$ cat src/rtl/nav_spike_bus_master.sv
`default_nettype none
// ============================================================================
// Module      : nav_spike_bus_master
// Description : Bus initiator for the neuro-nav SLAM peripheral. Buffers
//               direction/weight spike events in a FIFO, writes each as a
//               spike packet, pulses the integrate control register, and
//               services the peripheral interrupt with write-to-clear.
//               Optional feature macro: NAV_POS_READBACK_EN (reads {Y,X}
//               back from the slave; otherwise a local shadow integrator
//               tracks the position).
// Revision    : 1.0 - initial release
// ============================================================================
module nav_spike_bus_master #(
    parameter int FIFO_DEPTH = 4,
    parameter int TIMEOUT    = 15
) (
    input  logic        clk,
    input  logic        rst_n,
    input  logic        ev_valid,
    input  logic [1:0]  ev_dir,
    input  logic [15:0] ev_weight,
    output logic        ev_ready,
    output logic [5:0]  m_address,
    output logic [31:0] m_data_in,
    output logic [1:0]  m_data_write_n,
    output logic        m_data_read_n,
    input  logic [31:0] m_data_out,
    input  logic        m_data_ready,
    input  logic        m_irq,
    output logic [15:0] pos_x,
    output logic [15:0] pos_y,
    output logic        pos_valid,
    output logic [7:0]  irq_count,
    output logic        rd_err
);

    localparam int AW = $clog2(FIFO_DEPTH);

    typedef enum logic [2:0] {
        S_IDLE    = 3'd0,
        S_WR_PKT  = 3'd1,
        S_WR_EN1  = 3'd2,
        S_WR_EN0  = 3'd3,
        S_RD_POS  = 3'd4,
        S_CLR_IRQ = 3'd5
    } state_t;

    state_t      state;
    logic [17:0] fifo_mem [FIFO_DEPTH];
    logic [AW:0] wr_ptr;
    logic [AW:0] rd_ptr;
    logic        fifo_empty;
    logic        fifo_full;
    logic        push;
    logic        pop;
    logic [17:0] head;
    logic [1:0]  guard;

    assign fifo_empty = (wr_ptr == rd_ptr);
    assign fifo_full  = (wr_ptr[AW] != rd_ptr[AW]) && (wr_ptr[AW-1:0] == rd_ptr[AW-1:0]);
    assign ev_ready   = !fifo_full;
    assign push       = ev_valid && !fifo_full;
    assign head       = fifo_mem[rd_ptr[AW-1:0]];

    // Pop whenever IDLE is free to take an entry: no guard, no pending interrupt.
    always_comb begin
        pop = 1'b0;
        if (state == S_IDLE && guard == 2'd0 && !m_irq && !fifo_empty)
            pop = 1'b1;
    end

    // Event storage; {dir, weight} per entry.
    always_ff @(posedge clk) begin
        if (push)
            fifo_mem[wr_ptr[AW-1:0]] <= {ev_dir, ev_weight};
    end

    // FIFO read/write pointers with wrap bit for full/empty detection.
    always_ff @(posedge clk or negedge rst_n) begin
        if (!rst_n) begin
            wr_ptr <= '0;
            rd_ptr <= '0;
        end else begin
            if (push) wr_ptr <= wr_ptr + (AW+1)'(1);
            if (pop)  rd_ptr <= rd_ptr + (AW+1)'(1);
        end
    end

`ifdef NAV_POS_READBACK_EN
    localparam int TW = $clog2(TIMEOUT + 1);
    logic [TW-1:0] tcnt;
`else
    logic [1:0]  cur_dir;
    logic [15:0] cur_w;
    logic        unused_rd;
    assign unused_rd     = ^{m_data_out, m_data_ready};
    assign rd_err        = 1'b0;
    assign m_data_read_n = 1'b1;
`endif

    // Bus sequencer: each state is one bus cycle, strobes registered.
    always_ff @(posedge clk or negedge rst_n) begin
        if (!rst_n) begin
            state          <= S_IDLE;
            m_address      <= 6'd0;
            m_data_in      <= 32'd0;
            m_data_write_n <= 2'b11;
            pos_x          <= 16'd0;
            pos_y          <= 16'd0;
            pos_valid      <= 1'b0;
            irq_count      <= 8'd0;
            guard          <= 2'd0;
`ifdef NAV_POS_READBACK_EN
            m_data_read_n  <= 1'b1;
            rd_err         <= 1'b0;
            tcnt           <= '0;
`else
            cur_dir        <= 2'd0;
            cur_w          <= 16'd0;
`endif
        end else begin
            pos_valid <= 1'b0;
            case (state)
                S_IDLE: begin
                    if (guard != 2'd0) begin
                        guard <= guard - 2'd1;
                    end else if (m_irq) begin
                        state          <= S_CLR_IRQ;
                        m_address      <= 6'h0C;
                        m_data_in      <= 32'h1;
                        m_data_write_n <= 2'b00;
                    end else if (!fifo_empty && head[15:0] != 16'd0) begin
                        // Zero-weight entries are popped here and dropped silently.
                        state          <= S_WR_PKT;
                        m_address      <= 6'h00;
                        m_data_in      <= {14'd0, head};
                        m_data_write_n <= 2'b00;
`ifndef NAV_POS_READBACK_EN
                        cur_dir        <= head[17:16];
                        cur_w          <= head[15:0];
`endif
                    end
                end
                S_WR_PKT: begin
                    state     <= S_WR_EN1;
                    m_address <= 6'h04;
                    m_data_in <= 32'h1;
                end
                S_WR_EN1: begin
                    state     <= S_WR_EN0;
                    m_address <= 6'h04;
                    m_data_in <= 32'h0;
                end
                S_WR_EN0: begin
                    m_data_write_n <= 2'b11;
`ifdef NAV_POS_READBACK_EN
                    state          <= S_RD_POS;
                    m_address      <= 6'h08;
                    m_data_read_n  <= 1'b0;
                    tcnt           <= '0;
`else
                    state     <= S_IDLE;
                    pos_valid <= 1'b1;
                    case (cur_dir)
                        2'd0:    pos_x <= pos_x + cur_w;
                        2'd1:    pos_y <= pos_y + cur_w;
                        2'd2:    pos_x <= pos_x - cur_w;
                        default: pos_y <= pos_y - cur_w;
                    endcase
`endif
                end
`ifdef NAV_POS_READBACK_EN
                S_RD_POS: begin
                    if (m_data_ready) begin
                        pos_y         <= m_data_out[31:16];
                        pos_x         <= m_data_out[15:0];
                        pos_valid     <= 1'b1;
                        m_data_read_n <= 1'b1;
                        state         <= S_IDLE;
                    end else if (tcnt == TW'(TIMEOUT - 1)) begin
                        rd_err        <= 1'b1;
                        m_data_read_n <= 1'b1;
                        state         <= S_IDLE;
                    end else begin
                        tcnt <= tcnt + TW'(1);
                    end
                end
`endif
                S_CLR_IRQ: begin
                    m_data_write_n <= 2'b11;
                    state          <= S_IDLE;
                    // Slave needs two cycles before its interrupt line drops.
                    guard          <= 2'd2;
                    if (irq_count != 8'hFF)
                        irq_count <= irq_count + 8'd1;
                end
                default: state <= S_IDLE;
            endcase
        end
    end

endmodule
`default_nettype wire

$ cat config.mk
export PLATFORM = sky130hd
export DESIGN_NAME = nav_spike_bus_master
export DESIGN_NICKNAME = d
export VERILOG_FILES = /design/src/rtl/nav_spike_bus_master.sv
export SDC_FILE = /design/constraint.sdc
export NUM_CORES = 1
export LEC_CHECK = 0
export BUFFER_PORTS_ARGS = -buffer_cell sky130_fd_sc_hd__buf_2
export CAP_MARGIN = 30
export CORE_MARGIN = 2
export CORE_UTILIZATION = 57
export DETAILED_ROUTE_END_ITERATION = 16
export PLACE_DENSITY = 0.81
export RECOVER_POWER = 50
export SETUP_SLACK_MARGIN = 0.15
export SYNTH_ARGS = -nofsm -noshare
export SYNTH_HDL_FRONTEND = slang
export SYNTH_SLANG_ARGS = --single-unit
$ cat constraint.sdc
create_clock -name clk -period 4.12 [get_ports clk]
set_input_delay 0.824 -clock clk [delete_from_list [all_inputs] [get_ports clk]]
set_output_delay 0.824 -clock clk [all_outputs]
set_load 0.02 [all_outputs]
=== Word level (Yosys, flattened, before mapping) ===
Memory sizes are Yosys's and may differ from the RTL's.
Index checks and enable logic that the tools add are counted.
W data, S select, Z words.

* Bits in registers: 110
* Output and inout bits: 84
* Memories: 1
* Memory bits (writable): 72

* Muxes and demuxes: 24
* Add/sub/neg operators: 8
* Reduce and logical (&&, ||, !) cells: 31
* Eq/ne operators: 13
* Bitwise logic cells: 3

{| class="wikitable"
|+ Memories
! memory !! words !! bits a word !! rd ports !! clocked after Yosys merged registers in !! write ports !! line !! RTL
|-
| fifo_mem || 4 || 18 || 1 || 0 || 1 || 49 || <nowiki>logic [17:0] fifo_mem [FIFO_DEPTH];</nowiki>
|}

{| class="wikitable"
|+ Operator list
! operator !! number
|-
| $mux W32 || 3
|-
| $pmux W32 S3 || 1
|-
| $pmux W16 S2 || 2
|-
| $add A16 B16 Y16 || 2
|-
| $sub A16 B16 Y16 || 2
|-
| $mux W6 || 3
|-
| $reduce_bool A16 Y1 || 1
|-
| $pmux W6 S2 || 1
|-
| $reduce_and A2 Y1 || 5
|-
| $reduce_bool A2 Y1 || 5
|-
| $mux W3 || 3
|-
| $pmux W3 S3 || 1
|-
| $reduce_and A3 Y1 || 3
|-
| $add A8 B1 Y8 const B || 1
|-
| $mux W2 || 4
|-
| $ne A8 B8 Y1 const B || 1
|-
| $pmux W2 S2 || 2
|-
| $add A3 B1 Y3 const B || 2
|-
| $eq A3 B2 Y1 const B || 2
|-
| $logic_and A1 B1 Y1 || 6
|-
| $reduce_or A2 Y1 || 3
|-
| $logic_not A2 Y1 || 2
|-
| $mux W1 || 4
|-
| $reduce_and A4 Y1 || 1
|-
| other kinds (15) || 19
|}

=== Longest topological paths before layout ===
* Depth in word-level cells: 7
* Depth in mapped cells: 17
* Gate-level depth less buffers: 17

=== Worst setup path after synthesis ===
OpenSTA, ideal clock, no wires.

* Kind: register -> register
* Start point: register cur_w[0]
* End point: register pos_x[15]
* Required time: 3.990 ns
* Cell stages (with the launch flop): 18
* Setup time: 0.130 ns
* Path slack: 0.498 ns
* Data arrival time: 3.492 ns
* Buffers on the path: 0
* Path through: dfrtp_1 inv_1 ha_1 nor3b_1 nor3b_1 nor3b_1 nor3b_1 nor3b_1 nor2_1 xnor2_1 ha_1 a21oi_1 o21ai_0 nor3_1 a21oi_1 xnor2_1 nor2_1 xor2_1

* Cells in the longest elaborated chain, start to end: 2
* Elaborated cells between the ends (all ways): 3
* Classes of those cells: add/sub (2); mux (1)

{| class="wikitable"
|+ RTL lines
! item !! line !! RTL
|-
| from (decl) || 94 || <nowiki>logic [15:0] cur_w;</nowiki>
|-
| from (signal assigned) || 140 || <nowiki>cur_w <= head[15:0];</nowiki>
|-
| $sub A16 B16 Y16 / $add A16 B16 Y16 (equally long branches) || 167, 165 ||
|-
| $pmux W16 S2 (*) || 164 || <nowiki>case (cur_dir)</nowiki>
|-
| to (signal assigned) || 165 || <nowiki>2'd0: pos_x <= pos_x + cur_w;</nowiki>
|-
| to (signal assigned) || 167 || <nowiki>2'd2: pos_x <= pos_x - cur_w;</nowiki>
|-
| to (decl) || 30 || <nowiki>output logic [15:0] pos_x,</nowiki>
|}

Every way passes the cells marked *; elsewhere a longest branch is shown, timed or not.
A chain may end at the register's enable or synchronous reset.

=== Worst setup path in the final report ===
* Start point: register cur_w[1]
* End point: register pos_y[15]

* Cells in the longest elaborated chain, start to end: 2
* Elaborated cells between the ends (all ways): 3
* Classes of those cells: add/sub (2); mux (1)

{| class="wikitable"
|+ RTL lines
! item !! line !! RTL
|-
| $sub A16 B16 Y16 / $add A16 B16 Y16 (equally long branches) || 168, 166 ||
|-
| $pmux W16 S2 (*) || 164 ||
|-
| to (signal assigned) || 166 || <nowiki>2'd1: pos_y <= pos_y + cur_w;</nowiki>
|-
| to (signal assigned) || 168 || <nowiki>default: pos_y <= pos_y - cur_w;</nowiki>
|-
| to (decl) || 31 || <nowiki>output logic [15:0] pos_y,</nowiki>
|}

Marked as above.

==> results.toml <==
[run]
max_cap_viol_count = 0

[synth]
synth_edf_count = 72
netlist_area_sq_mm = 0.00837
synth_top_family_by_area = "simple AND/OR/NAND/NOR gates"
yosys_warnings = 0
synth-simple-area-share_pct = 13.1
ys_seq_area_share_pct = 53.1
synth_ff_type = "dfrtp_1"
synth_cell_types = 55
synthCells = 745
ys_ff_latch = 163
muxShareOfSynthArea_pct = 5.61
async_flop_share_pct = 55.8
syn_avg_cell_area_sq_um = 11.2
synth_xor_area_share_pct = 7.12
synth_compound_area_share_pct = 9.41
synthAdderAreaFrac_pct = 6.61

[critical_path]
r2r-end = "pos_y[15]"
crit_chain = "inv_1 -> ha_1 -> nor3b_2 -> nor3b_1 -> nor3b_2 -> nor3b_2 -> buf_4 -> nor3b_2 -> nor2_1 -> xor2_1 -> ha_1 -> a21o_1 -> a21o_1 -> a21oi_1 -> nand3_1 -> a21oi_1 -> xor2_1"
cp_slowest_cell = "dfrtp_1"
worst-path-buf-inv = 2
cp-end-kind = "flip-flop"
critPathKind = "reg -> reg"
rr_startpoint = "cur_w[1]"
reg2reg_slack_ns = 0.42
crit_arrival_ns = 4.05
crit_required_ns = 4.47
startpoint_type = "flip-flop"
path_max_fanout = 4
rr_worst_depth = 17
slowest_delay_ns = 0.39
path_delay_family = "simple AND/OR/NAND/NOR gates"
cpMostUsedCell = "nor3b_2"

[placed_design]
io_buffers = 85
dp_cells = 996
place_area_sq_mm = 0.00894
gp_congestion = 0.908
dpl.hpwl_um = 12100

[drt]
wl_per_cell_um = 16.7
wl_um = 17200
dr.pass1.iters = 4
final_antenna_net_count = 0
remaining_drc_errors = 0
vias = 5724
drt_iter0_drc = 385
viasPerCell = 5.57

[worst_hold_path]
min_from = "pos_x[15]"
hold_end = "pos_x[15]"
hold_class = "reg -> reg"
holdPathStages = 1

[clock_network]
cts_tree = "yes"
h-tree-depth = 4
clkSinkCount = 163
root_buffer = "clkbuf_16"
clock_latency_ns = 0.43
cts_buffers = 17
clk_pin_slew_ns = 0.07
cts_hold_buf = 0
cts.path.max_buffers = 2

[timing]
setup_tns_ns = 0
fin_crit_sh_pct = 89.8
fmax_mhz = 270
relSlewSlack_pct = 5.80
rsz0062_at_grt = "yes"
setup_viol = 0
hold_viol = 0
skew_ns = 0.0202
finalCriticalPeriod_ns = 3.70
tightest_slew_ns = 1.41
hold_ws_ns = 0.466
drv_slew = 0

[final_layout]
layout_common_cells = "nand2_1, dfrtp_1, edfxtp_1, clkbuf_1, nor2_1"
nets = 930
layout-drive-gt1-share_pct = 13.5
syn_to_final_growth_pct = 13.6
diodes = 0
mostFrequentLayoutCell = "nand2_1"
stdcell_count = 1028
final_area_sq_mm = 0.00950

[global_routing]
grt_max_degree = 58
grt_pass1_wl_um = 28100
track_usage_pct = 22.7
antenna_found_initial = 0
grt_pass1_vias = 5697
grt-ovfl-total = 0

[floorplan]
core.rowCount = 44
die_h_um = 125
core_region_area_sq_mm = 0.0144
io_pins = 139
initial_core_util_pct = 58.0
die_w_um = 125
die-area_sq_mm = 0.0157

[power]
p_per_area_mw_per_mm2 = 970
p_leak_nw = 4.10
ir_drop_mv = 0.507
p_total_w = 0.00922

[outcome]
outcome = "finished clean"
==> cell type report <==
class / count / area [sq um]
Clock buffer: 17 / 425
Clock inverter: 14 / 180
Fill cell: 1134 / 4920
Inverter: 33 / 124
Multi-Input combinational cell: 517 / 3620
Sequential cell: 163 / 4440
Tap cell: 184 / 230
Timing Repair Buffer: 100 / 478
==> registers in the layout, indices dropped and copies added (netlist names) <==
name and flops:
guard 2, cur_w 16, pos_y 16, pos_valid 1, irq_count 8, pos_x 16, m_data_write_n 1, rd_ptr 3
m_data_in 18, fifo_mem 72, wr_ptr 3, m_address 2, cur_dir 2, state 3
==> metal layers <==
layer  up-vias  global-route usage (%)  wire length, um
met5         -                       0                0
met4         0                    10.3              584
met3        42                    4.88              658
met2       141                    38.8             8680
met1      2771                    27.8             7230
li1       2770                       -                -
==> where the power goes <==
group / switching, W / total (W) / internal [W]
registers: 0.000483 / 0.00272 / 0.00223
clock network: 0.000658 / 0.00162 / 0.000958
logic: 0.00284 / 0.00489 / 0.00205
total: 0.00398 / 0.00922 / 0.00524
==> cells by family (layout without fill, tap and decap cells) <==
| group | Yosys count | after routing |
|---|---|---|
| other | 2 | 20 |
| adder cells (fa/ha/maj) | 43 | 43 |
| XOR/XNOR | 68 | 68 |
| buffers and inverters | 83 | 164 |
| AND/OR/NAND/NOR | 231 | 231 |
| multiplexers | 24 | 24 |
| AO/OA/AOI/OAI | 131 | 131 |
| flip-flops | 163 | 163 |
==> timing repair <==
action / 4_1_cts / 5_1_grt
endpoints found under the setup margin: 1 / 4
gates resized for setup: 2 / 5
setup buffers: 0 / 1
hold endpoints to repair: 0 / 0
==> stage by stage <==
stage / util, % / worst slack [ns]
global placement: 61.7 / 0.377
floorplan: - / 0.498
global route: 65.9 / 0.107
finish: 65.9 / 0.422
CTS: 66.3 / 0.193
detailed placement: 62.0 / 0.199
==> cell usage after synthesis, types with 2 or more instances <==
cell,number,area (sq um)
and2_1,3,18.8
o211ai_1,2,15.0
nor4_1,9,56.3
a21o_1,13,97.6
nand3_1,8,40.0
clkbuf_1,23,86.3
conb_1,2,7.51
and3_1,8,50.1
mux4_2,18,405
a31oi_1,3,18.8
buf_2,3,15.0
a21oi_1,29,145
nand4_1,9,56.3
o21ai_0,40,200
o21bai_1,6,45.0
inv_1,33,124
mux2_2,3,33.8
mux2i_1,3,30.0
nor2b_1,7,43.8
o21a_1,4,30.0
or4_1,2,15.0
a21boi_0,2,15.0
o31ai_1,3,22.5
nand2_1,104,390
nand3b_1,3,22.5
nor3b_1,11,82.6
and4_1,2,17.5
nor2_1,44,165
o22ai_1,2,12.5
nor3_1,11,55.1
a211oi_1,3,22.5
buf_6,2,22.5
nand2b_1,6,37.5
edfxtp_1,72,2160
fa_1,2,40.0
dfrtp_1,90,2250
xnor2_1,30,263
buf_4,22,165
xor2_1,38,333
ha_1,41,513
o21ai_1,15,75.1
==> worst max path at each step <==
| stage | start | end | slack, ns | depth (start not counted) |
|---|---|---|---|---|
| detailed placement | cur_w[1] | pos_y[15] | 0.20 | 17 |
| finish | cur_w[1] | pos_y[15] | 0.42 | 17 |
| global placement | cur_w[1] | pos_y[15] | 0.38 | 17 |
| floorplan | cur_w[0] | pos_x[15] | 0.50 | 17 |
| global route | cur_w[1] | pos_x[15] | 0.11 | 18 |
| CTS | cur_w[1] | pos_y[15] | 0.19 | 17 |
Power figures use the tool's default switching activity.
